==> src/rtl/wb_write_serializer.sv <==
// wb_write_serializer: write-back end of the register-file write port.
//
// Takes up to two register writes per cycle from MEM/WB (slot 0 before slot 1), drops slots
// whose write enable is low, and serializes the rest onto the single register-file write port
// through a DEPTH-entry FIFO. Backpressure towards MEM/WB is given by in_ready.
//
// Ports:
//   clk, rst                   clock, synchronous active-low reset
//   in_valid / in_ready        write-bundle handshake (accept on in_valid && in_ready)
//   in_we0/addr0/data0         slot-0 write request
//   in_we1/addr1/data1         slot-1 write request
//   WB_data / WB_address       register-file write data / address
//   write_enable               register-file write strobe, at most one write per cycle
//   pending                    number of entries currently stored in the FIFO
//
// Optional feature macro: WB_BYPASS_EN
//   Defined:   a write offered while nothing is stored or being written goes straight to the
//              outputs combinationally in the accepting cycle (slot 0 of a dual write only).
//   Undefined: all outputs are registered, one cycle after acceptance.
module wb_write_serializer #(
  parameter int unsigned DEPTH  = 4,
  parameter int unsigned DATA_W = 16,
  parameter int unsigned ADDR_W = 3
) (
  input  logic                     clk,
  input  logic                     rst,
  input  logic                     in_valid,
  output logic                     in_ready,
  input  logic                     in_we0,
  input  logic [ADDR_W-1:0]        in_addr0,
  input  logic [DATA_W-1:0]        in_data0,
  input  logic                     in_we1,
  input  logic [ADDR_W-1:0]        in_addr1,
  input  logic [DATA_W-1:0]        in_data1,
  output logic [DATA_W-1:0]        WB_data,
  output logic [ADDR_W-1:0]        WB_address,
  output logic                     write_enable,
  output logic [$clog2(DEPTH):0]   pending
);

  localparam int unsigned PW = $clog2(DEPTH);
  localparam int unsigned CW = PW + 1;
  localparam int unsigned EW = ADDR_W + DATA_W;

  logic [EW-1:0] mem_q [DEPTH];
  logic [PW-1:0] rd_ptr_q, rd_ptr_d, wr_ptr_q, wr_ptr_d, wr_inc;
  logic [CW-1:0] count_q, count_d;

  logic              we_q;
  logic [ADDR_W-1:0] addr_q;
  logic [DATA_W-1:0] data_q;

  logic          accept, acc0, acc1, fifo_empty, bypass;
  logic [1:0]    n_acc, st_n;
  logic [EW-1:0] first, second, head, st_a, st_b;
  logic          pop_fifo, pop_reg;

  assign in_ready = rst && (count_q <= CW'(DEPTH - 2));
  assign pending  = count_q;

  always_comb begin
    accept     = in_valid && in_ready;
    acc0       = accept && in_we0;
    acc1       = accept && in_we1;
    n_acc      = {1'b0, acc0} + {1'b0, acc1};
    // Accepted entries compacted: 'first' is the oldest accepted write, 'second' exists only
    // for a dual write and is always slot 1.
    first      = acc0 ? {in_addr0, in_data0} : {in_addr1, in_data1};
    second     = {in_addr1, in_data1};
    fifo_empty = (count_q == '0);
`ifdef WB_BYPASS_EN
    // Also require no registered write this cycle so the port never carries two writes.
    bypass     = fifo_empty && !we_q && (n_acc != 2'd0);
`else
    bypass     = 1'b0;
`endif
    pop_fifo = 1'b0;
    pop_reg  = 1'b0;
    head     = mem_q[rd_ptr_q];
    st_n     = 2'd0;
    st_a     = first;
    st_b     = second;
    if (bypass) begin
      // 'first' leaves combinationally; only slot 1 of a dual write is stored.
      st_n = n_acc - 2'd1;
      st_a = second;
    end else if (fifo_empty) begin
      // Head of the virtual queue is this edge's first accepted write.
      pop_reg = (n_acc != 2'd0);
      head    = first;
      st_n    = (n_acc == 2'd2) ? 2'd1 : 2'd0;
      st_a    = second;
    end else begin
      pop_reg  = 1'b1;
      pop_fifo = 1'b1;
      st_n     = n_acc;
    end
    wr_inc   = wr_ptr_q + PW'(1);
    count_d  = count_q + CW'(st_n) - CW'(pop_fifo);
    rd_ptr_d = rd_ptr_q + PW'(pop_fifo);
    wr_ptr_d = wr_ptr_q + PW'(st_n);
  end

  always_ff @(posedge clk) begin
    if (!rst) begin
      count_q  <= '0;
      rd_ptr_q <= '0;
      wr_ptr_q <= '0;
      we_q     <= 1'b0;
      addr_q   <= '0;
      data_q   <= '0;
    end else begin
      count_q  <= count_d;
      rd_ptr_q <= rd_ptr_d;
      wr_ptr_q <= wr_ptr_d;
      we_q     <= pop_reg;
      if (pop_reg) begin
        addr_q <= head[EW-1:DATA_W];
        data_q <= head[DATA_W-1:0];
      end
    end
  end

  // Storage needs no reset: occupancy is tracked by count_q.
  always_ff @(posedge clk) begin
    if (st_n != 2'd0) mem_q[wr_ptr_q] <= st_a;
    if (st_n == 2'd2) mem_q[wr_inc]   <= st_b;
  end

  always_comb begin
    write_enable = we_q;
    WB_address   = addr_q;
    WB_data      = data_q;
`ifdef WB_BYPASS_EN
    if (bypass) begin
      write_enable = 1'b1;
      WB_address   = first[EW-1:DATA_W];
      WB_data      = first[DATA_W-1:0];
    end
`endif
  end

endmodule

==> config.mk <==
export PLATFORM = sky130hd
export DESIGN_NAME = wb_write_serializer
export DESIGN_NICKNAME = d
export VERILOG_FILES = /design/src/rtl/wb_write_serializer.sv
export SDC_FILE = /design/constraint.sdc
export NUM_CORES = 1
export LEC_CHECK = 0
export CORE_MARGIN = 2
export CORE_UTILIZATION = 55
export CTS_CLUSTER_DIAMETER = 60
export CTS_CLUSTER_SIZE = 30
export DETAILED_ROUTE_END_ITERATION = 10
export HOLD_SLACK_MARGIN = 0.03
export PLACE_DENSITY = 0.86
export SYNTH_ARGS = -nofsm -noshare
export SYNTH_HDL_FRONTEND = slang
export SYNTH_SLANG_ARGS = --single-unit
==> constraint.sdc <==
create_clock -name clk -period 4.74 [get_ports clk]
set_input_delay 1.422 -clock clk [delete_from_list [all_inputs] [get_ports clk]]
set_output_delay 1.422 -clock clk [all_outputs]
set_load 0.005 [all_outputs]
======== Word-level counts from Yosys, hierarchy flattened ========
Memory sizes are Yosys's and may differ from the RTL's. A register that Yosys moved wholly into a read port is not among the register bits.
Cells that the tools add are included.
cells by class
  add/subtract/negate cells ............... 6
  reductions and logical operators ........ 7
  muxes and demuxes ....................... 12
  magnitude comparators ................... 1
  eq/ne operators ......................... 2
operators with widths
  operator                                                                number
  19-bit 2-to-1 mux                                                       3
  1-bit 2-to-1 mux                                                        7
  2-bit == test (second input constant)                                   2
  1-bit logical AND                                                       4
  2-bit 2-to-1 mux                                                        2
  2-bit nonzero test                                                      2
  3-bit by 2-bit adder with 3-bit output                                  1
  3-bit by 2-bit <= comparator with 1-bit output (second input constant)  1
  3-bit zero test                                                         1
  3-bit by 1-bit subtractor with 3-bit output                             1
  1-bit by 1-bit adder with 2-bit output                                  1
  2-bit by 1-bit adder with 2-bit output                                  1
  2-bit by 1-bit adder with 2-bit output (second input constant)          1
  2-bit adder                                                             1
word-level totals
  register bits after elaboration ......... 27
  memories ................................ 1
  bits of input ports ..................... 43
  bits in writable memories ............... 76
  word-level logic and storage cells ...... 35
  output and inout bits ................... 24
memories
  memory  depth  width  read ports  clocked after Yosys merged registers in  write ports  RTL line  text
  mem_q   4      19     1           1                                        2            45        logic [EW-1:0] mem_q [DEPTH];

======== Depth between registers and ports, before layout ========
Gate-level depths: netlist of run 1.
  depth after elaboration ................. 11
  mapped depth ............................ 16
  gate-level depth less buffers ........... 14

======== Least setup slack after synthesis of run 1 ========
Ideal clock, no wire load.
  kind .................................... input -> register
  from .................................... in rst
  to ...................................... mem mem_q[1][0] (netlist bit) (enable)
  data required time ...................... 4.345 ns
  arrival ................................. 3.969 ns
  stages on the path ...................... 11
  slack ................................... 0.377 ns
  library setup time ...................... 0.395 ns
  path through ............................ clkbuf_1 > and2b_1 > nand4_1 > buf_2 > inv_1 > ha_1 > nor2b_1 > clkbuf_1 > a21o_1 > a22oi_1 > nor2_1
RTL lines
  item                RTL line  text
  start: declaration  26        input logic rst,
  end: declaration    45

======== Worst setup path in the final report of run 1 ========
  from .................................... in rst
  to ...................................... out in_ready
on the way
  longest elaborated chain between the ends .. 1
ends and longest elaborated chain
  item               RTL line  text
  1-bit logical AND  58        assign in_ready = rst && (count_q <= CW'(DEPTH - 2));
  end: declaration   28        output logic in_ready,
No other way between the ends.

==> results.sh, run 1 <==
export IMPL_synth_warnings=0
export IMPL_yosys_top_cells_area="edfxtp_1 (45%), mux2_2 (17%), dfxtp_1 (11%)"
export IMPL_drive_gt1_share_pct=32.4
export IMPL_cts_made_buffers=9
export IMPL_syn_to_final_growth_pct=19.9
export IMPL_worstPathMaxFanout=3
export IMPL_finalSetupTns_ps=0
export IMPL_drt_iter0_markers=108
export IMPL_fillers=659
export IMPL_grt_total_usage_pct=22.8
export IMPL_grt_pass1_vias=3275
export IMPL_die_area_mm2=0.0101
export IMPL_arrival_ps=2740
export IMPL_layout_nets=460
export IMPL_dp_hpwl_mm=7.04
export IMPL_cts_tree="built"
export IMPL_num_io_pins=67
export IMPL_wl_mm=11.0
export IMPL_gp_congestion=0.770
export IMPL_fin_crit_ps=4170
export IMPL_async_reset_ff_share_pct=0
export IMPL_max_stage_delay_ps=530
export IMPL_drt_pass1_iter_count=5
export IMPL_antenna_found_initial=0
export IMPL_worstPathRequired_ps=3320
export IMPL_clock_root_buffer="clkbuf_8"
export IMPL_relSlewSlack_pct=22.9
export IMPL_synthFlopType="edfxtp_1"
export IMPL_regArea_mm2=0.00282
export IMPL_vias_per_cell=6.08
export IMPL_htreeDepth=3
export IMPL_maxSlewViolCount=0
export IMPL_synth_net_count=385
export IMPL_grt_start_max_net_pins=21
export IMPL_synth_cell_types=37
export IMPL_core_region_area_mm2=0.00911
export IMPL_hold_viol=0
export IMPL_vias=3194
export IMPL_yosysTopAreaCellShare_pct=44.8
export IMPL_worst_path_most_repeated_cell="clkdlybuf4s50_1"
export IMPL_worst_slew_pin_slew_ps=1150
export IMPL_fin_crit_sh_pct=87.9
export IMPL_ir_worst_vdd_uv=311
export IMPL_ys_ff_latch=103
export IMPL_layout_cells_non_filler=525
export IMPL_syn_inst=334
export IMPL_grt_pass1_wl_mm=17.1
export IMPL_io_buffers=66
export IMPL_status="finished clean"
export IMPL_postCtsSetupRepairBufs=0
export IMPL_drc=0
export IMPL_setup_viol=0
export IMPL_crit_chain="clkdlybuf4s50_1 > nand2b_1 > a21oi_1 > clkdlybuf4s50_1"
export IMPL_yosys_top_cells_count="edfxtp_1 (76), mux2_2 (76), dfxtp_1 (27)"
export IMPL_cp_end_kind="output port"
export IMPL_max_freq_mhz=240
export IMPL_wl_per_cell_um=20.9
export IMPL_rsz0062_at_grt="no"
export IMPL_hold_buffers=0
export IMPL_synth_edf_count=76
export IMPL_cts_buffer_depth=2
export IMPL_path_class="primary input to output port"
export IMPL_cts_sinks=103
export IMPL_multi_input_area_mm2=0.00214
export IMPL_die_w_um=100
export IMPL_leakagePower_nw=2.21
export IMPL_start_util_pct=56.0
export IMPL_num_rows=35
export IMPL_power_per_cell_area_mw_per_mm2=440
export IMPL_avgSynthCellArea_um2=15.3
export IMPL_grt_ovfl_total=0
export IMPL_dp_cells=509
export IMPL_cp_start_kind="primary input"
export IMPL_maxCapViolCount=0
export IMPL_clock_skew_ps=8.12
export IMPL_yosys_area_top_type="edfxtp_1"
export IMPL_syn_area_mm2=0.00510
export IMPL_r2r_setup_slack_ps=1870
export IMPL_clk_latency_ps=360
export IMPL_antennaDiodeCount=0
export IMPL_antenna_left=0
export IMPL_fin_util_pct=67.1
export IMPL_crit_slowest_cell="clkdlybuf4s50_1"
export IMPL_ys_seq_area_share_pct=55.4
export IMPL_hold_class="flop to flop"
export IMPL_clkTransAtPathRegs_ps=90
export IMPL_ctsResizeCount=0
export IMPL_fp_dieH_um=100
## where the power goes
part           total [mW]  leakage [nW]  internal (mW)  switching (mW)
clock               0.534        0.0941          0.240           0.294
sequential           1.24         0.910           1.12           0.117
combinational       0.921          1.21          0.534           0.387
## final cells by class
class / instances / share of cell area (%)
inverters: 9 / 0.553
repair buffers: 83 / 12.9
clock inverters: 7 / 1.04
well taps: 111 / 2.27
flip-flops and latches: 103 / 46.2
multi-input cells: 203 / 35.0
clock buffers: 9 / 2.03
## final timing paths
kind                            cells after the start        start          end
worst max register to register                     14   pending[2]   pending[2]
worst min-delay path                                2  WB_data[13]  WB_data[13]
worst min register to register                      2  WB_data[13]  WB_data[13]
worst max-delay path                                4          rst     in_ready
## flip-flops by register name (all words and copies together), names as in the netlist
| register | count |
|---|---|
| WB_address | 3 |
| pending | 3 |
| rd_ptr_q | 2 |
| mem_q | 76 |
| write_enable | 1 |
| wr_ptr_q | 2 |
| WB_data | 16 |
## cells in the final DEF (no fill, tap or decap), types with 7 or more instances in the layout
master           instances
mux2_2                  76
edfxtp_1                76
clkdlybuf4s50_1         66
dfxtp_1                 27
a22oi_1                 20
mux2i_1                 19
mux4_2                  19
o21ai_0                 19
buf_4                   17
inv_1                    9
clkbuf_8                 9
and2_1                   8
ha_1                     7
## routing by layer
layer | GRT usage (%) | share of wire, %
met2 | 39.4 | 51
met3 | 3.41 | 6.9
met1 | 29.1 | 40
met5 | 0 | 0
met4 | 8.75 | 1.8
## stage by stage
stage | cell area, um2 | worst slack, ps | power (mW) | hold slack [ps]
3_3_place_gp | 5930 | 529 | 2.15 | 469
2_1_floorplan | 5100 | 377 | 1.78 | 472
4_1_cts | 6110 | 557 | 2.70 | 502
3_5_place_dp | 5930 | 474 | 2.18 | 480
6_report | 6110 | 574 | 2.69 | 497
5_1_grt | 6110 | 500 | 2.83 | 527
## critical path: cells and delay by family
kind | cells | cell delay, ps
buf+inv | 2 | 1020
simple gates | 1 | 120
compound gates | 1 | 180
## cells by family after synthesis
logic type	Yosys count	share of synthesized area, %
muxes	114	28.9
DFF	103	55.4
AOI/OAI and AO/OA	48	6.48
buffers and inverters	28	2.87
and+or+nand+nor	27	3.22
adders and majority gates	8	2.11
xor gates and xnor gates	6	1.03
Power figures use the tool's default switching activity.
==> inputs of run 2 (changes only) <==
- SETUP_SLACK_MARGIN: default -> 0.02
==> results of run 2 <==
The final DEF is identical to that of run 1; final timing and power are the same.
==> inputs of run 3 (changes only) <==
--- a/config.mk
+++ b/config.mk
@@ -12,2 +12,3 @@
 export DETAILED_ROUTE_END_ITERATION = 10
+export GPL_TIMING_DRIVEN = 0
 export HOLD_SLACK_MARGIN = 0.03
--- a/constraint.sdc
+++ b/constraint.sdc
@@ -3,2 +3,2 @@
 set_output_delay 1.422 -clock clk [all_outputs]
-set_load 0.005 [all_outputs]
+set_load 0.01 [all_outputs]
==> results.sh, run 3 (synthesis gave the netlist of run 1 again) <==
export IMPL_status="finished clean"
export IMPL_cts_tree="built"
export IMPL_cp_end_kind="flop"
export IMPL_antennaDiodeCount=0
export IMPL_clk_latency_ps=360
export IMPL_worstPathRequired_ps=4860
export IMPL_fin_crit_sh_pct=98.7
export IMPL_maxCapViolCount=0
export IMPL_power_mw=2.75
export IMPL_vias=3172
export IMPL_drc=0
export IMPL_vias_per_cell=6.00
export IMPL_dp_hpwl_mm=7.37
export IMPL_antenna_left=0
export IMPL_arrival_ps=4800
export IMPL_postCtsSetupRepairBufs=0
export IMPL_rsz0062_at_grt="yes"
export IMPL_crit_end="mem_q[1][11]"
export IMPL_num_io_pins=67
export IMPL_fp_dieH_um=100
export IMPL_start_util_pct=56.0
export IMPL_gp_congestion=0.767
export IMPL_antenna_found_initial=0
export IMPL_die_w_um=100
export IMPL_grt_pass1_wl_mm=17.3
export IMPL_relSlewSlack_pct=8.68
export IMPL_maxSlewViolCount=0
export IMPL_drive_gt1_share_pct=31.6
export IMPL_r2r_setup_slack_ps=1370
export IMPL_grt_pass1_vias=3228
export IMPL_ir_worst_vdd_uv=286
export IMPL_worst_slew_pin_slew_ps=1370
export IMPL_largest_reg_flops=76
export IMPL_cts_buffer_depth=2
export IMPL_clock_skew_ps=11.4
export IMPL_cts_sinks=103
export IMPL_wl_mm=11.1
export IMPL_drt_pass1_iter_count=4
export IMPL_fin_util_pct=67.5
export IMPL_num_rows=35
export IMPL_htreeDepth=3
export IMPL_layout_nets=464
export IMPL_worstPathMaxFanout=10
export IMPL_io_buffers=66
export IMPL_syn_to_final_growth_pct=20.6
export IMPL_hold_viol=0
export IMPL_whs_ps=504
export IMPL_layout_common_cells="mux2_2 (76), edfxtp_1 (76), clkdlybuf4s50_1 (66)"
export IMPL_cp_start_kind="primary input"
export IMPL_path_class="primary input to flop"
export IMPL_r2r_end="mem_q[1][11]"
export IMPL_grt_start_max_net_pins=20
export IMPL_regMostFlops="mem_q"
export IMPL_clock_root_buffer="clkbuf_8"
export IMPL_max_freq_mhz=214
export IMPL_leakagePower_nw=2.19
export IMPL_crit_start="rst"
export IMPL_clkTransAtPathRegs_ps=100
export IMPL_cts_made_buffers=9
export IMPL_r2r_start="pending[2]"
export IMPL_reg2regPathDepth=10
export IMPL_fin_crit_ps=4680
export IMPL_die_area_mm2=0.0101
export IMPL_hold_class="flop to flop"
export IMPL_setup_viol=0
export IMPL_grt_ovfl_total=0
export IMPL_drt_iter0_markers=176
export IMPL_grt_total_usage_pct=23.3
export IMPL_core_region_area_mm2=0.00911
export IMPL_power_per_cell_area_mw_per_mm2=447
export IMPL_wl_per_cell_um=21.0
[run 3: cell count changes in the layout (fill, tap and decap cells not counted), moves of 4 or more]
cell and delta:
clkbuf_1 +8, buf_6 +4, buf_4 -16, buf_2 +6
[run 3: per-stage QoR]
step / TNS, ps / area, um2 / instances / setup slack [ps]
floorplan: 0 / 5100 / 334 / 377
global placement: -55350 / 5900 / 511 / -1040
detailed placement: -34750 / 5940 / 513 / -455
CTS: 0 / 6140 / 529 / 93.1
global route: -1860 / 6150 / 529 / -108
finish: 0 / 6150 / 529 / 60.3
[run 3: repair_timing]
action,CTS,global route
hold buffers,0,0
resized for setup,2,2
hold endpoints to repair,0,0
endpoints found under the setup margin,38,47
gates cloned,0,0
[run 3: layout make-up]
class / instances / area (um2)
sequential: 103 / 2820
inverter: 9 / 33.8
multi-input combinational: 203 / 2150
clock inverter: 6 / 61.3
clock buffer: 10 / 128
tap: 111 / 139
fill: 643 / 2960
buffer: 19 / 113
timing repair buffer: 68 / 703
[run 3: per-layer routing]
metal  vias up  GRT usage [%]  wire length, um
li1       1471              -                -
met1      1580           32.3             4820
met2       107           37.8             5560
met3        14           2.99              581
met4         0           8.75              157
met5         -              0                0
[run 3: power by group]
part	switching, mW	internal [mW]
registers	0.0798	1.12
logic	0.468	0.538
clock network	0.299	0.242
total	0.847	1.90
[run 3: how the worst min path moves through the flow]
stage | startpoint | end | slack [ps] | cells past startpoint
final | WB_data[15] | WB_data[15] | 500 | 2
after global routing | WB_data[8] | WB_data[8] | 540 | 2
after CTS | WB_address[1] | WB_address[1] | 510 | 2
after detailed placement | WB_address[1] | WB_address[1] | 490 | 2
after global placement | WB_data[13] | WB_data[13] | 470 | 2
after floorplan | WB_data[6] | WB_data[6] | 520 | 2
[run 3: critical path, stage by stage]
cell             delay (ps)
clkdlybuf4s50_1         410
clkbuf_1                210
and2b_1                 240
nand4_1                 170
buf_2                   350
inv_1                    80
ha_1                    350
nor2b_1                  60
clkbuf_1                210
a21oi_2                 670
buf_6                   270
mux2_2                  350
